File: src/rtl/serial_to_parallel.sv
// MSB-first serial-to-parallel deserializer for the MRAM-FPGA link.
// Completed words land in a holding register guarded by a ready/ack handshake.
module serial_to_parallel #(
   parameter int WIDTH = 16,
   parameter int CNT_W = 5
) (
   input  logic             clk,
   input  logic             rst,
   input  logic             en,
   input  logic             clear,
   input  logic             rx_valid,
   input  logic             rx_bit,
   output logic [WIDTH-1:0] data_out,
   output logic             data_ready,
   input  logic             data_ack,
   output logic             busy,
   output logic [CNT_W-1:0] bit_count,
   output logic             overrun
);

   localparam logic [0:0] IDLE  = 1'b0;
   localparam logic [0:0] SHIFT = 1'b1;

   logic [0:0]       state;
   logic [0:0]       state_nxt;
   logic [WIDTH-1:0] shift_reg;
   logic [WIDTH-1:0] word_nxt;
   logic             last_bit;
   logic             can_load;

   // Handshake: data_ready is the valid, data_ack the ready; a word is
   // consumed on an edge where both are high. A completing word may load on
   // that same edge, otherwise a completion with data_ready=1 is dropped.
   always_comb begin
      word_nxt  = {shift_reg[WIDTH-2:0], rx_bit};
      last_bit  = rx_valid && (bit_count == CNT_W'(WIDTH - 1));
      can_load  = !data_ready || data_ack;
      state_nxt = state;
      if (rx_valid) begin
         state_nxt = last_bit ? IDLE : SHIFT;
      end
   end

   assign busy = (state == SHIFT);

   always_ff @(posedge clk or posedge rst) begin
      if (rst) begin
         state      <= IDLE;
         shift_reg  <= '0;
         bit_count  <= '0;
         data_out   <= '0;
         data_ready <= 1'b0;
         overrun    <= 1'b0;
      end else if (en) begin
         if (clear) begin
            state      <= IDLE;
            shift_reg  <= '0;
            bit_count  <= '0;
            data_out   <= '0;
            data_ready <= 1'b0;
            overrun    <= 1'b0;
         end else begin
            state <= state_nxt;
            if (rx_valid) begin
               if (last_bit) begin
                  shift_reg <= '0;
                  bit_count <= '0;
               end else begin
                  shift_reg <= word_nxt;
                  bit_count <= bit_count + 1'b1;
               end
            end
            if (last_bit) begin
               if (can_load) begin
                  data_out   <= word_nxt;
                  data_ready <= 1'b1;
               end else begin
                  overrun <= 1'b1;
               end
            end else if (data_ack && data_ready) begin
               data_ready <= 1'b0;
            end
         end
      end
   end

endmodule

File: config.mk
export PLATFORM = sky130hd
export DESIGN_NAME = serial_to_parallel
export DESIGN_NICKNAME = d
export VERILOG_FILES = /design/src/rtl/serial_to_parallel.sv
export SDC_FILE = /design/constraint.sdc
export NUM_CORES = 1
export LEC_CHECK = 0
export BUFFER_PORTS_ARGS = -buffer_cell sky130_fd_sc_hd__buf_2
export CAP_MARGIN = 20
export CORE_MARGIN = 2
export CORE_UTILIZATION = 50
export CTS_CLUSTER_DIAMETER = 40
export DETAILED_ROUTE_END_ITERATION = 16
export PLACE_DENSITY = 0.73
export SLEW_MARGIN = 20
export SYNTH_ARGS = -nofsm -noshare
export SYNTH_HDL_FRONTEND = slang
export SYNTH_SLANG_ARGS = --single-unit
File: constraint.sdc
create_clock -name clk -period 2 [get_ports clk]
set_input_delay 0.4 -clock clk [delete_from_list [all_inputs] [get_ports clk]]
set_output_delay 0.4 -clock clk [all_outputs]
set_load 0.005 [all_outputs]
==> results of run 1 <==
-- layout make-up --
cell class / instances / area [sq um]
inverters: 3 / 11.26
repair buffers: 33 / 172.7
multi-input cells: 62 / 545.5
fillers: 272 / 1235
clock inverters: 3 / 20.02
well taps: 44 / 55.05
flip-flops and latches: 39 / 975.9
clock buffers: 5 / 37.54
-- final timing paths --
| check | startpoint | end | depth (start not counted) |
|---|---|---|---|
| max in group asynchronous | rst | data_out[5]$_DFFE_PP0P_ | 3 |
| min in group clk | rx_bit | data_out[0]$_DFFE_PP0P_ | 2 |
| setup / recovery | bit_count[0]$_DFFE_PP0P_ | shift_reg[4]$_DFFE_PP0P_ | 4 |
| hold / removal | rst | data_out[8]$_DFFE_PP0P_ | 3 |
| setup reg to reg | bit_count[0]$_DFFE_PP0P_ | shift_reg[4]$_DFFE_PP0P_ | 4 |
| hold reg to reg | busy$_DFFE_PP0P_ | busy$_DFFE_PP0P_ | 1 |
-- routing by layer --
layer	global-route usage	vias up	wire [um]
met3	0.05757	6	154
met1	0.2788	569	1392
met2	0.2750	35	1469
li1	-	511	-
met4	0.07453	0	51
met5	0	-	0
-- cells in the final DEF (no fill, tap or decap), types with 2 or more instances in the layout --
cell type   count
clkinvlp_4      2
a32o_1         16
o221ai_1        2
a22o_1         16
buf_4           3
buf_2          30
nand2_1         3
clkbuf_4        5
dfrtp_1        39
o21a_1          2
inv_1           3
-- kinds of logic after synthesis --
logic type	count (synthesis)
AOI/OAI and AO/OA	43
adders and majority gates	1
buffers and inverters	11
DFF	39
and+or+nand+nor	18
-- critical path, cell delays in order (launching register included) --
cell	delay, ns
dfrtp_1	0.45
ha_1	0.27
and4b_2	0.27
nor2_2	0.55
a22o_1	0.23
-- through the flow --
step                setup slack, ns  hold WS (ns)  instances
floorplan                    0.4490        0.4662        112
global placement             0.2831        0.4736        181
detailed placement           0.2041        0.4742        181
CTS                          0.1886        0.1663        189
global route                0.04839        0.1790        189
finish                       0.1754        0.1499        189
-- report_power, final --
part / switching [mW] / internal (mW) / total (mW)
Combinational: 0.0588 / 0.0350 / 0.0938
Clock: 0.265 / 0.134 / 0.399
Sequential: 0.0201 / 0.803 / 0.824
==> impl_metrics.json, run 1 <==
{
  "status": "finished clean",
  "clock_sinks": 39,
  "seq_area_frac_synth": 0.6089,
  "post_cts_buffers": 0,
  "cts_buffers": 5,
  "end_kind": "flop",
  "ys_warn_count": 0,
  "synth_area_sq_um": 1603,
  "p_leak_nw": 0.9240,
  "power_density_nw_per_um2": 724.3,
  "dpl_cell_area_sq_um": 1760,
  "rows": 20,
  "route.detailed.drc": 0,
  "grt_pass1_vias": 1044,
  "grt_max_degree": 40,
  "synth_top_family_by_area": "compound AO/OA/AOI/OAI gates",
  "finalWirelength_um": 3068,
  "htreeDepth": 2,
  "start_util": 0.5250,
  "required_ns": 2.29,
  "design_area_sq_um": 1818,
  "startpoint_type": "flop",
  "finalClockSkew_ns": 0.009245,
  "synth_nets": 120,
  "die_area_sq_um": 3674,
  "num_vias": 1121,
  "p_total_mw": 1.317,
  "ys.flop_type": "dfrtp_1",
  "clk_latency_ns": 0.35,
  "dpl.hpwl_um": 1979,
  "setup_tns_ns": 0,
  "vdd_drop_max_mv": 0.4603,
  "tritoncts": "built",
  "synth_simple_gate_area_frac": 0.09680,
  "portBuffers": 30,
  "fmax_mhz": 548.1,
  "synth-edff-count": 0,
  "worstMarginPinSlew_ns": 0.6686,
  "cts.clk_slew.worst_paths_ns": 0.12,
  "synth-xor-area-share": 0,
  "final_max_slew_viol_count": 0,
  "fin_crit_sh": 0.9123,
  "holdBufCountCts": 0,
  "synth.area.top_cells": "dfrtp_1 61%, a32o_1 10%, a22o_1 8.7%",
  "largest_reg_flops": 16,
  "grt_overflow": 0,
  "hold_class": "input pin to async pin",
  "rsz0062_at_grt": "false",
  "hold_viol": 0,
  "postLayoutCoreUtil": 0.5955,
  "finalWorstPathRequiredPeriod_ns": 1.825,
  "drive_above_1_share": 0.3241,
  "yosysTopAreaCellShare": 0.6089,
  "via_per_inst": 5.931,
  "path_class": "flop to flop",
  "die_w_um": 60.62,
  "grt_pass1_wl_um": 5099,
  "first_pass_iters": 4,
  "num-nets-final": 152,
  "finalSetupViolations": 0,
  "syn_inst": 112,
  "detail_route.wl_per_cell_um": 16.23,
  "drt_iter0_markers": 43,
  "avgSynthCellArea_sq_um": 14.31,
  "critPathArrivalTime_ns": 2.11,
  "coreArea_sq_um": 3053,
  "synth_top_area_cell": "dfrtp_1",
  "reg2reg_slack_ns": 0.18,
  "ys_top_cells_by_count": "39 x dfrtp_1, 16 x a22o_1, 16 x a32o_1",
  "synth_most_common_cell": "dfrtp_1",
  "maxSlewHeadroom": 0.5538,
  "place_congestion": 0.7633,
  "synthMuxAreaShare": 0,
  "ys_ff_latch": 39,
  "cp_max_fo": 17,
  "post_cts_resized": 0,
  "diodes": 0,
  "synth-async-reset-ratio": 1.000,
  "clockBufferDepth": 2,
  "die_h_um": 60.62,
  "area_delta_synth_final_pct": 13.43,
  "root_buffer": "clkbuf_4",
  "synth_fa_ha_area_frac": 0.007806,
  "maxCapViolCount": 0,
  "pin_count": 31,
  "synth_compound_area_frac": 0.2358,
  "grt_antenna_before_repair": 0,
  "synth_cell_types": 34,
  "drtAntennaViolNets": 0,
  "track_usage": 0.1923
}
Note: power is estimated with default switching activity, not from simulation.
==> run 2, diff against run 1 <==
--- a/config.mk
+++ b/config.mk
@@ -11,6 +11,8 @@
 export CORE_UTILIZATION = 50
 export CTS_CLUSTER_DIAMETER = 40
 export DETAILED_ROUTE_END_ITERATION = 16
+export GPL_TIMING_DRIVEN = 0
+export MAX_ROUTING_LAYER = met4
 export PLACE_DENSITY = 0.73
 export SLEW_MARGIN = 20
 export SYNTH_ARGS = -nofsm -noshare
==> constraint.sdc (replaced) <==
create_clock -name clk -period 2 [get_ports clk]
set_input_delay 0.2 -clock clk [delete_from_list [all_inputs] [get_ports clk]]
set_output_delay 0.2 -clock clk [all_outputs]
set_load 0.005 [all_outputs]
==> run 2 against run 1 <==
Net effect: the flow now finishes with violations (negative hold slack); hold slack lost 0.17 ns; global-route usage grew 1.9 points; non-clock buffer count grew 3; die area did not move; utilization up 2.2 points.
==> impl_metrics.json, run 2 (synthesized netlist as in run 1, its figures left out) <==
{
  "path_class": "flop to flop",
  "finalWorstPathRequiredPeriod_ns": 1.810,
  "grt_pass1_vias": 1144,
  "finalSetupViolations": 0,
  "timing.rr.start": "bit_count[0]$_DFFE_PP0P_",
  "setup_tns_ns": 0,
  "grt_antenna_before_repair": 0,
  "hold_class": "input pin to async pin",
  "via_per_inst": 5.948,
  "cp_max_fo": 10,
  "route.detailed.drc": 0,
  "tritoncts": "built",
  "htreeDepth": 2,
  "grt_pass1_wl_um": 5451,
  "num_vias": 1142,
  "place_congestion": 0.7420,
  "p_int_mw": 1.137,
  "multiInputGateArea_sq_um": 545.5,
  "clockBufferDepth": 2,
  "p_comb_frac": 0.066,
  "num-nets-final": 155,
  "post_cts_resized": 0,
  "seq_power_share": 0.555,
  "die_area_sq_um": 3674,
  "diodes": 0,
  "hold-worst-slack_ns": -0.02329,
  "pin_count": 31,
  "rsz0062_at_grt": "false",
  "violations": "negative hold slack",
  "seq_area_sq_um": 975.9,
  "maxSlewHeadroom": 0.4720,
  "finalWirelength_um": 3228,
  "end_kind": "flop",
  "final_max_slew_viol_count": 0,
  "status": "finished, violations left",
  "dpl.hpwl_um": 2145,
  "required_ns": 2.29,
  "grt_max_degree": 40,
  "drtAntennaViolNets": 0,
  "startpoint_type": "flop",
  "post_cts_buffers": 0,
  "first_pass_iters": 4,
  "detail_route.wl_per_cell_um": 16.81,
  "netSwitchingFraction": 0.2321,
  "mostFrequentLayoutCells": "39 x dfrtp_1, 30 x buf_2, 16 x a22o_1, 16 x a32o_1, 5 x clkbuf_4",
  "hold_viol": 39,
  "fmax_mhz": 552.6,
  "maxCapViolCount": 0,
  "p_leak_nw": 0.9629,
  "pwr-share-clk": 0.379,
  "worstMarginPinSlew_ns": 0.7908,
  "reg2reg_depth": 5,
  "vdd_drop_max_mv": 0.4615,
  "final_common_cell": "dfrtp_1",
  "r2r_end": "data_out[2]$_DFFE_PP0P_",
  "die_w_um": 60.62,
  "rows": 20,
  "cts_buffers": 5,
  "start_util": 0.5250,
  "finalClockSkew_ns": 0.01263,
  "clock_sinks": 39,
  "cts.clk_slew.worst_paths_ns": 0.12,
  "critPathArrivalTime_ns": 2.10,
  "placedCellCount": 184,
  "drt_iter0_markers": 46,
  "drive_above_1_share": 0.3446,
  "final-instance-count-excl-fill": 192,
  "root_buffer": "clkbuf_4",
  "p_total_mw": 1.480,
  "reg2reg_slack_ns": 0.19,
  "switchingPower_mw": 0.3436,
  "fillers": 251,
  "power_density_nw_per_um2": 785.6,
  "holdBufCountCts": 0,
  "largest_reg_flops": 16,
  "coreArea_sq_um": 3053,
  "clk_latency_ns": 0.35,
  "portBuffers": 28,
  "fin_crit_sh": 0.9048,
  "grt_overflow": 0,
  "area_delta_synth_final_pct": 17.56,
  "die_h_um": 60.62,
  "track_usage": 0.2114
}
## run 2: critical path, stage by stage (launching register included)
cell      delay, ns
dfrtp_1        0.46
ha_1           0.25
nand4b_1       0.25
nor3b_4        0.44
buf_6          0.21
a32o_1         0.13
## run 2: layer usage
layer | global-route usage | wire, um | vias to the layer above
met5 | - | 0 | -
met1 | 0.2901 | 1488 | 590
li1 | - | - | 508
met4 | 0.1025 | 68 | 0
met3 | 0.04051 | 187 | 7
met2 | 0.3026 | 1484 | 37
## run 2: power groups by stage
stage / clock [mW] / combinational, mW / sequential, mW
after floorplan: 0 / 0.0636 / 0.835
after global placement: 0 / 0.0964 / 0.836
after detailed placement: 0 / 0.0990 / 0.837
after CTS: 0.566 / 0.0991 / 0.822
after global routing: 0.602 / 0.109 / 0.826
final: 0.561 / 0.0972 / 0.822
## run 2: stage by stage
step	hold WS (ns)	instance area (sq um)	setup WS [ns]	utilization
after floorplan	0.3325	1603	0.4490	-
after global placement	0.4423	1798	0.2783	0.5889
after detailed placement	0.3955	1798	0.2349	0.5889
after CTS	0.003982	1884	0.1971	0.6172
after global routing	0.03516	1884	0.02091	0.6172
final	-0.02329	1884	0.1903	0.6172
## run 2: area by class of cell
cell class,instances,area share
multi-input cells,62,0.2895
well taps,44,0.02922
clock buffers,6,0.02722
clock inverters,2,0.01859
repair buffers,28,0.07437
flip-flops and latches,39,0.5179
inverters,3,0.005976
plain buffers,8,0.03718
## run 2: how the worst max path moves through the flow
stage,startpoint,to,slack (ns)
2_1_floorplan,bit_count[0]$_DFFE_PP0P_,data_out[0]$_DFFE_PP0P_,0.45
3_3_place_gp,bit_count[0]$_DFFE_PP0P_,data_out[0]$_DFFE_PP0P_,0.28
3_5_place_dp,bit_count[0]$_DFFE_PP0P_,data_out[8]$_DFFE_PP0P_,0.23
4_1_cts,bit_count[0]$_DFFE_PP0P_,data_out[8]$_DFFE_PP0P_,0.20
5_1_grt,bit_count[0]$_DFFE_PP0P_,data_out[0]$_DFFE_PP0P_,0.02
6_report,bit_count[0]$_DFFE_PP0P_,data_out[2]$_DFFE_PP0P_,0.19
